==> config.mk <==
export PLATFORM = sky130hd
export DESIGN_NAME = word_packer
export DESIGN_NICKNAME = d
export VERILOG_FILES = /design/src/rtl/kyber_stream_pkg.sv /design/src/rtl/word_packer.sv
export SDC_FILE = /design/constraint.sdc
export NUM_CORES = 1
export LEC_CHECK = 0
export CORE_ASPECT_RATIO = 0.5
export CORE_UTILIZATION = 35
export DETAILED_ROUTE_END_ITERATION = 8
export PLACE_DENSITY_LB_ADDON = 0.15
export SETUP_SLACK_MARGIN = 0.15
export SLEW_MARGIN = 20
export SYNTH_ARGS = -nofsm -noshare
export SYNTH_HDL_FRONTEND = slang
export SYNTH_SLANG_ARGS = --single-unit
==> constraint.sdc <==
create_clock -name i_clk -period 2.1 [get_ports i_clk]
set_input_delay 0.315 -clock i_clk [delete_from_list [all_inputs] [get_ports i_clk]]
set_output_delay 0.315 -clock i_clk [all_outputs]
set_load 0.03 [all_outputs]
==> src/rtl/kyber_stream_pkg.sv <==
// Shared constants and helpers for the Kyber stream datapath blocks.
package kyber_stream_pkg;

   localparam int unsigned KYBER_BUS_W  = 32;
   localparam int unsigned KYBER_POLY_W = 128;

   // Smallest r such that 2**r >= value (0 for value <= 1).
   function automatic int unsigned clog2_ceil(input int unsigned value);
      int unsigned result;
      int unsigned span;
      result = 0;
      span   = 1;
      while (span < value) begin
         span   = span << 1;
         result = result + 1;
      end
      return result;
   endfunction

endpackage

==> src/rtl/word_packer.sv <==
// Packs a stream of IN_W-bit words into OUT_W-bit words with selectable lane
// order, early flush on i_last, and valid/ready flow control on both sides.
module word_packer
   import kyber_stream_pkg::*;
#(
   parameter int unsigned IN_W      = KYBER_BUS_W,
   parameter int unsigned OUT_W     = KYBER_POLY_W,
   parameter bit          MSB_FIRST = 1'b1,
   localparam int unsigned N        = OUT_W / IN_W,
   localparam int unsigned CNT_W    = clog2_ceil(N + 1)
)(
   input  logic             i_clk,
   input  logic             i_reset,
   input  logic             i_valid,
   output logic             o_ready,
   input  logic [IN_W-1:0]  i_data,
   input  logic             i_last,
   output logic             o_valid,
   input  logic             i_ready,
   output logic [OUT_W-1:0] o_data,
   output logic [CNT_W-1:0] o_count,
   output logic             o_last
);

   // Reject width combinations that cannot be packed evenly.
   generate
      if ((IN_W < 1) || (OUT_W < IN_W) || ((OUT_W % IN_W) != 0)) begin : g_bad_widths
         $error("word_packer: OUT_W must be a nonzero integer multiple of IN_W");
      end
   endgenerate

   logic [OUT_W-1:0] r_acc;
   logic [CNT_W-1:0] r_cnt;

   logic             w_in_xfer;
   logic             w_out_xfer;
   logic             w_complete;
   int unsigned      w_lane;
   logic [OUT_W-1:0] w_merged;

   // Output register is free when empty or being drained this cycle.
   assign o_ready    = !o_valid || i_ready;
   assign w_in_xfer  = i_valid && o_ready;
   assign w_out_xfer = o_valid && i_ready;
   assign w_complete = w_in_xfer && ((r_cnt == CNT_W'(N - 1)) || i_last);

   // Merge the incoming word into its lane; lanes not yet written stay zero
   // because the accumulator is cleared whenever a word completes.
   always_comb begin
      w_lane   = MSB_FIRST ? (N - 1 - 32'(r_cnt)) : 32'(r_cnt);
      w_merged = r_acc;
      for (int unsigned k = 0; k < N; k++) begin
         if (w_lane == k) begin
            w_merged[k*IN_W +: IN_W] = i_data;
         end
      end
   end

   // Accumulator, word counter and registered output stage.
   always_ff @(posedge i_clk) begin
      if (i_reset) begin
         r_acc   <= '0;
         r_cnt   <= '0;
         o_valid <= 1'b0;
         o_data  <= '0;
         o_count <= '0;
         o_last  <= 1'b0;
      end else begin
         // Drain first; a same-cycle completion below re-asserts o_valid
         // so back-to-back words leave no bubble.
         if (w_out_xfer) begin
            o_valid <= 1'b0;
         end
         if (w_in_xfer) begin
            if (w_complete) begin
               o_data  <= w_merged;
               o_count <= r_cnt + CNT_W'(1);
               o_last  <= i_last;
               o_valid <= 1'b1;
               r_acc   <= '0;
               r_cnt   <= '0;
            end else begin
               r_acc   <= w_merged;
               r_cnt   <= r_cnt + CNT_W'(1);
            end
         end
      end
   end

endmodule
* Yosys cells after proc, flatten, opt, wreduce, memory -nomap -nowiden
Cells that the tools add are included.
** Operators by class
- Equal/unequal tests :: 4
- Muxes and demuxes :: 9
- Reduce and logical (&&, ||, !) cells :: 8
- Add/subtract/negate cells :: 2
** Operators by type and width (number)
- $mux W128 :: 1
- $mux W32 :: 4
- $eq A32 B2 Y1 const B :: 2
- $eq A32 B1 Y1 const B :: 1
- $logic_not A32 Y1 :: 1
- $sub A2 B3 Y4 const A :: 1
- $add A3 B1 Y3 const B :: 1
- $eq A3 B2 Y1 const B :: 1
- $logic_and A1 B1 Y1 :: 3
- $mux W1 :: 3
- $mux W3 :: 1
- $logic_or A1 B1 Y1 :: 2
- $reduce_and A2 Y1 :: 1
- $logic_not A1 Y1 :: 1
** Word-level totals
- Flip-flop bits (word level) :: 264
- Word-level logic and storage cells :: 29
- Input port bits :: 37
- Output and inout port bits :: 134

* Logic depth before layout (Yosys ltp)
Gate-level depths: netlist of the first run.
- Depth in word-level cells :: 6
- Depth in mapped cells :: 8
- Depth with buffers taken out :: 5

* Worst setup path before layout of the first run
Ideal clock, no wire load.
- Path kind :: register -> register
- Start :: register r_cnt[0]
- End :: register r_acc[100]
- Cell stages (with the launch flop) :: 8
- Required time :: 2008 ps
- Clock period less this slack :: 1763 ps
- Buffers on the path :: 2
- Arrival :: 1671 ps
- Library setup time :: 92 ps
- Slack :: 337 ps
- Cell sequence :: dfxtp_1 ha_1 ha_1 or2_1 buf_6 o211a_4 buf_6 o32ai_1
** On the way
- Longest elaborated chain between the ends :: 4
- Elaborated cells on any way between the ends :: 7
- Those cells by class :: 1 x add/sub; 2 x eq/ne; 2 x mux; 2 x reduce/logical
** Ends and longest elaborated chain
- start: declaration :: line word_packer.sv:33 : logic [CNT_W-1:0] r_cnt;
- start signal: assignment :: line word_packer.sv:84 : r_cnt <= r_cnt + CNT_W'(1);
- $sub A2 B3 Y4 / $eq A3 B2 Y1 (equally long branches) :: line word_packer.sv:50, word_packer.sv:45
- $eq A32 B2 Y1 / $logic_or A1 B1 Y1 (equally long branches) :: line word_packer.sv:53, word_packer.sv:45
- $mux W32 / $logic_and A1 B1 Y1 (equally long branches) :: line word_packer.sv:53, word_packer.sv:45
- $mux W128 * :: line word_packer.sv:75 : if (w_complete) begin
- end signal: assignment :: line word_packer.sv:83 : r_acc <= w_merged;
- end: declaration :: line word_packer.sv:32 : logic [OUT_W-1:0] r_acc;
Mark *: on every way between the ends. The rest lies on a longest branch, timed or not.
A chain may end at the register's enable or synchronous reset.

* Worst setup path after layout of the first run
- Start :: register r_cnt[0]
- End :: register r_acc[119]
Same word-level chain as after synthesis.

==> results.yml, run 1 <==
placement:
  port_buffers: 170
  dpl.hpwl_mm: 21.7
  placed_area_mm2: 0.0134
  gp_congestion: 0.788
setup_path:
  arrival_ns: 2.35
  path_buf_inv: 1
  cp-end-kind: "register"
  cp.required_ns: 2.54
  start_kind: "register"
  critical_path.most_common_cell: "ha_2"
  reg2reg_depth: 6
  r2r_slack_ns: 0.19
  path_cells: "ha_2 > ha_2 > or2_4 > o211a_4 > buf_12 > o32ai_1"
  path_class: "register to register"
  critPathMaxStageDelay_ns: 0.35
  cpLargestDelayFamily: "compound AO/OA/AOI/OAI gates"
  worstPathMaxFanout: 32
  crit_path_top_delay_cell: "or2_4"
  path_depth: 6
die:
  dieArea_mm2: 0.0327
  die_y_um: 128
  pin_count: 171
  initial_utilization_pct: 36.2
  core-area_mm2: 0.0309
  rows: 45
  die_x_um: 255
pwr:
  seqPwrFrac_pct: 44.4
  switching_share_pct: 26.9
  ir_worst_vdd_v: 0.000609
  p_sw_mw: 3.23
  p_per_area_mw_per_mm2: 824
  clkPwrFrac_pct: 40.0
  p_leak_nw: 4.76
  p_comb_share_pct: 15.7
  power.internal_mw: 8.77
synthesis:
  synth_cell_types: 28
  ys_ff_latch: 264
  synth_top_cell_area_share_pct: 47.3
  yosysMostFrequentCell: "dfxtp_1"
  netlist_instances: 1120
  synthFlopType: "dfxtp_1"
  seq_area_frac_synth_pct: 47.3
  synth_largest_area_cell: "dfxtp_1"
  yosys-top-cells-area: "dfxtp_1 47%, mux2i_1 11%, o32ai_1 10%, a211oi_1 8.7%, a31oi_1 7.2%"
  synthTopCellsByCount: "264 x dfxtp_1, 133 x inv_1, 129 x a211oi_1, 129 x a31oi_1"
  yosys_warnings: 0
  synth_nets: 1163
  synth.avg_cell_area_um2: 9.98
  ys_async_sr_fraction_pct: 0
  synth_edf_count: 0
  syn_area_mm2: 0.0112
route:
  wl_per_cell_um: 20.1
  drcViolationCount: 0
  drt_iter0_markers: 589
  ant_nets: 0
  drt_first_pass_iters: 5
  via_per_inst: 5.57
  wl_mm: 33.9
  vias: 9387
timing:
  tns_ns: 0
  fmax_ghz: 0.524
  relSlewSlack_pct: 72.6
  fin_hold_ws_ns: 0.287
  drv_slew: 0
  finalCritPeriodShare_pct: 90.9
  finalCriticalPeriod_ns: 1.91
  setup_violations: 0
  hold_viol: 0
  worst_pin_slew_ns: 0.412
  rsz0062_at_grt: "yes"
  finClkSkew_ns: 0.00687
grt:
  overflow: 0
  grt_max_degree: 84
  grt_pass1_vias: 8965
  grt_first_pass_wirelength_mm: 50.8
  antenna_found_initial: 0
  track_usage_pct: 19.4
worst_hold_path:
  hp-class: "primary input to register"
  holdPathStages: 3
clock_network:
  clock_sinks: 264
  htree_num_levels: 1
  numCtsBuffers: 25
  clk_latency_ns: 0.53
  clockRootBuffer: "clkbuf_16"
  hold_buffers: 0
  path_clk_slew_ns: 0.06
  tritoncts: "built"
  cts_buffer_depth: 3
run:
  max_cap_viol_count: 0
finish:
  nets: 1286
  n_antenna_cell: 0
  drive_above_1_share_pct: 11.1
  area_growth_pct: 30.2
  fin_area_mm2: 0.0146
  fillers: 2924
status:
  status: "complete, no violations"
cell usage in the layout, fill, tap and decap left out, types with 8 or more instances in the layout:
cell,Yosys,routed
a211oi_1,129,129
a31oi_1,129,129
buf_12,0,19
buf_4,6,38
clkbuf_16,0,27
clkbuf_8,0,8
clkdlybuf4s50_1,0,159
dfxtp_1,264,262
inv_1,133,133
mux2i_1,128,128
nand2b_1,32,32
nand4_1,8,8
o32ai_1,128,108
o32ai_2,0,20
sequential cells by signal (all words and copies together) (netlist names):
register  flops
r_acc       128
o_last        1
r_cnt         3
o_data      128
o_count       3
o_valid       1
per-stage QoR:
stage                     total power, mW  std cells  utilization [%]  setup slack, ns
after CTS                            12.0       1677             46.2            0.113
after floorplan                      6.51       1120                -            0.337
final                                12.0       1684             47.2            0.190
after detailed placement             7.25       1632             43.4           0.0300
after global routing                 12.4       1684             47.2            0.132
after global placement               7.23       1632             43.4           0.0198
cell type report:
class / instances / area [µm²] / share of cell area [%]
repair buffers: 229 / 2450 / 16.8
flip-flops and latches: 264 / 5290 / 36.3
clock buffers: 38 / 744 / 5.11
clock inverters: 7 / 110 / 0.756
well taps: 423 / 529 / 3.64
inverters: 134 / 505 / 3.47
multi-input cells: 589 / 4930 / 33.9
final timing paths:
kind,from,to
hold reg to reg,r_acc[63]$_SDFFE_PP0P_,r_acc[63]$_SDFFE_PP0P_
setup reg to reg,r_cnt[0]$_SDFFE_PP0P_,r_acc[119]$_SDFFE_PP0P_
hold / removal,i_valid,o_data[6]$_SDFFE_PP0P_
setup / recovery,r_cnt[0]$_SDFFE_PP0P_,r_acc[119]$_SDFFE_PP0P_
power groups by stage:
| stage | Combinational [mW] | Clock (mW) | Sequential (mW) |
|---|---|---|---|
| 2_1_floorplan | 0.768 | 0 | 5.75 |
| 3_3_place_gp | 1.79 | 0 | 5.44 |
| 3_5_place_dp | 1.81 | 0 | 5.44 |
| 4_1_cts | 1.81 | 4.89 | 5.33 |
| 5_1_grt | 1.99 | 5.11 | 5.35 |
| 6_report | 1.88 | 4.79 | 5.33 |
per-layer routing:
metal | share of wire, % | vias up | wire length [µm] | global-route usage, %
met4 | 1.8 | 0 | 612 | 4.16
met1 | 48 | 4657 | 16300 | 26.9
met2 | 46 | 194 | 15700 | 32.0
met3 | 3.8 | 39 | 1280 | 2.89
li1 | - | 4497 | - | -
met5 | 0 | - | 0 | 0
timing repair:
item                                    4_1_cts  5_1_grt
setup buffers                                 0        4
hold endpoints to repair                      0        0
gates cloned                                  0        3
endpoints found under the setup margin       10      198
pin swaps                                     0        6
gates resized for setup                       5       33
worst reg2reg max path: stages (launching register included):
cell and delay (ns):
dfxtp_2 0.34, ha_2 0.21, ha_2 0.20, or2_4 0.35
o211a_4 0.29, buf_12 0.19, o32ai_1 0.24
cells by family after synthesis:
kind of cell	synth area share [%]
multiplexers	11.5
AO/OA/AOI/OAI	27.0
adder cells (fa/ha/maj)	0.671
buffers and inverters	10.6
AND/OR/NAND/NOR	2.94
flip-flops	47.3
(Power assumes the default switching activity.)
==> inputs of run 2 (changes only) <==
--- a/config.mk
+++ b/config.mk
@@ -7,6 +7,7 @@
 export LEC_CHECK = 0
 export CORE_ASPECT_RATIO = 0.5
 export CORE_UTILIZATION = 35
+export CTS_CLUSTER_SIZE = 12
 export DETAILED_ROUTE_END_ITERATION = 8
 export PLACE_DENSITY_LB_ADDON = 0.15
 export SETUP_SLACK_MARGIN = 0.15
@@ -14,3 +15,4 @@
 export SYNTH_ARGS = -nofsm -noshare
 export SYNTH_HDL_FRONTEND = slang
 export SYNTH_SLANG_ARGS = --single-unit
+export TNS_END_PERCENT = 100
==> run 2 against run 1 <==
  * Largest power group unchanged
  * Core utilization is 0.70 points lower
  * Clock skew is 0.0049 ns higher
  * Critical path type unchanged
  * Routed wire length is 0.97% lower
  * Global-route usage hardly changed
  * Non-clock buffer count is 1 lower
  * Count of clock-buffer cells in the layout is 5 lower
  * Via count is 0.74% lower
  * Maximum frequency is 0.88% lower
  * Combinational power hardly changed
  * Cell area is 1.5% lower
==> results.yml, run 2 (synthesis results as in run 1) <==
placement:
  gp_congestion: 0.788
  port_buffers: 170
  dp.cells: 1632
  placed_area_mm2: 0.0134
  pre_cts_ws_ns: 0.0300
  dpl.hpwl_mm: 21.7
grt:
  busiest_layer: "met2"
  grtUsageMet3_pct: 2.97
  met1_usage_pct: 26.9
  antenna_found_initial: 0
  grt_pass1_vias: 9000
  grt_max_degree: 84
  gr-usage-met2_pct: 32.0
  grt_first_pass_wirelength_mm: 50.8
  track_usage_pct: 19.4
  overflow: 0
finish:
  fillers: 2941
  fin_area_mm2: 0.0143
  largest_registers: "o_data (128), r_acc (128)"
  area_growth_pct: 28.3
  n_antenna_cell: 0
  final_cells: 1671
  nets: 1285
  drive_above_1_share_pct: 9.78
  fin_util_pct: 46.5
  layout_commonest_cell: "dfxtp_1"
  layout_common_cells: "262 x dfxtp_1, 156 x clkdlybuf4s50_1, 133 x inv_1, 129 x a31oi_1, 129 x a211oi_1"
clock_network:
  hold_buffers: 0
  cts_buffer_depth: 3
  clockRootBuffer: "clkbuf_16"
  clk_latency_ns: 0.54
  clock_sinks: 264
  tritoncts: "built"
  numCtsBuffers: 26
  htree_num_levels: 1
  path_clk_slew_ns: 0.06
timing:
  worst_pin_slew_ns: 0.480
  finalCriticalPeriod_ns: 1.93
  finClkSkew_ns: 0.0118
  relSlewSlack_pct: 68.0
  fmax_ghz: 0.519
  drv_slew: 0
  rsz0062_at_grt: "yes"
  tns_ns: 0
  worst_slack_ns: 0.173
  hold_viol: 0
  finalCritPeriodShare_pct: 91.7
  setup_violations: 0
  fin_hold_ws_ns: 0.268
worst_hold_path:
  hp-class: "primary input to register"
  hp-start: "i_valid"
die:
  initial_utilization_pct: 36.2
  core-area_mm2: 0.0309
  die_x_um: 255
  die_y_um: 128
  rows: 45
  pin_count: 171
  dieArea_mm2: 0.0327
setup_path:
  r2r-start: "r_cnt[0]$_SDFFE_PP0P_"
  critical_path.most_common_cell: "ha_2"
  start_kind: "register"
  critPathMaxStageDelay_ns: 0.42
  path_class: "register to register"
  cp-startpoint: "r_cnt[0]$_SDFFE_PP0P_"
  worstPathMaxFanout: 32
  cp-end-kind: "register"
  cp.required_ns: 2.53
  crit_path_top_delay_cell: "o211a_4"
  path_cells: "ha_2 > ha_2 > or2_4 > o211a_4 > o32ai_1"
  arrival_ns: 2.35
pwr:
  seqPwrFrac_pct: 46.5
  p_leak_nw: 4.70
  p_comb_share_pct: 16.1
  power.internal_mw: 8.34
  clkPwrFrac_pct: 37.4
  p_sw_mw: 3.13
  p_total_mw: 11.5
  switching_share_pct: 27.3
  ir_worst_vdd_v: 0.000499
  p_per_area_mw_per_mm2: 800
route:
  wl_per_cell_um: 20.1
  wl_mm: 33.6
  drcViolationCount: 0
  drt_first_pass_iters: 5
  vias: 9318
  via_per_inst: 5.58
  ant_nets: 0
  drt_iter0_markers: 628
status:
  status: "complete, no violations"
run:
  max_cap_viol_count: 0
## run 2: changes by cell type in the layout (fill, tap and decap cells not counted)
cell	previous run	this run
buf_12	19	18
clkinv_2	4	1
bufinv_16	3	0
clkbuf_16	27	29
o32ai_2	20	12
dlymetal6s2s_1	6	8
clkbuf_1	6	3
o211a_4	4	3
o32ai_1	108	116
dlygate4sd2_1	3	4
clkbuf_8	8	4
clkdlybuf4s50_1	159	156
## run 2: path summary, 6_finish.rpt
check,to,slack (ns),depth (start not counted)
worst max-delay path,r_acc[85]$_SDFFE_PP0P_,0.17,5
worst min-delay path,o_data[70]$_SDFFE_PP0P_,0.27,3
worst max register to register,r_acc[85]$_SDFFE_PP0P_,0.17,5
worst min register to register,r_acc[92]$_SDFFE_PP0P_,0.47,2
## run 2: repair_timing
action                                  in CTS  in global routing
endpoints found under the setup margin       8                198
gates resized for setup                      6                 26
pin swaps                                    0                  6
buffers inserted                             0                  3
cloned                                       0                  2
## run 2: area by class of cell
cell class	count	area, µm²	area share, %
multi-input cells	588	4850	33.8
repair buffers	228	2430	17.0
well taps	423	529	3.69
clock inverters	1	5.00	0.0349
clock buffers	33	728	5.08
flip-flops and latches	264	5290	36.9
inverters	134	505	3.52
## run 2: power groups by stage
stage                     clock [mW]  sequential [mW]  combinational [mW]
after floorplan                    0             5.75               0.768
after global placement             0             5.44                1.79
after detailed placement           0             5.44                1.81
after CTS                       4.39             5.33                1.81
after global routing            4.60             5.35                1.96
final                           4.29             5.33                1.85
## run 2: critical path, delay by kind of cell, from the launching register on
kind	cells	cell delay (ns)
DFF	1	0.34
adders and majority gates	2	0.40
and+or+nand+nor	1	0.35
AOI/OAI and AO/OA	2	0.73
## run 2: layer usage
metal	vias to the layer above	wire length [µm]	part of all wire (%)
li1	4480	-	-
met1	4612	16000	47
met2	181	15800	47
met3	45	1240	3.7
met4	0	568	1.7
met5	-	0	0
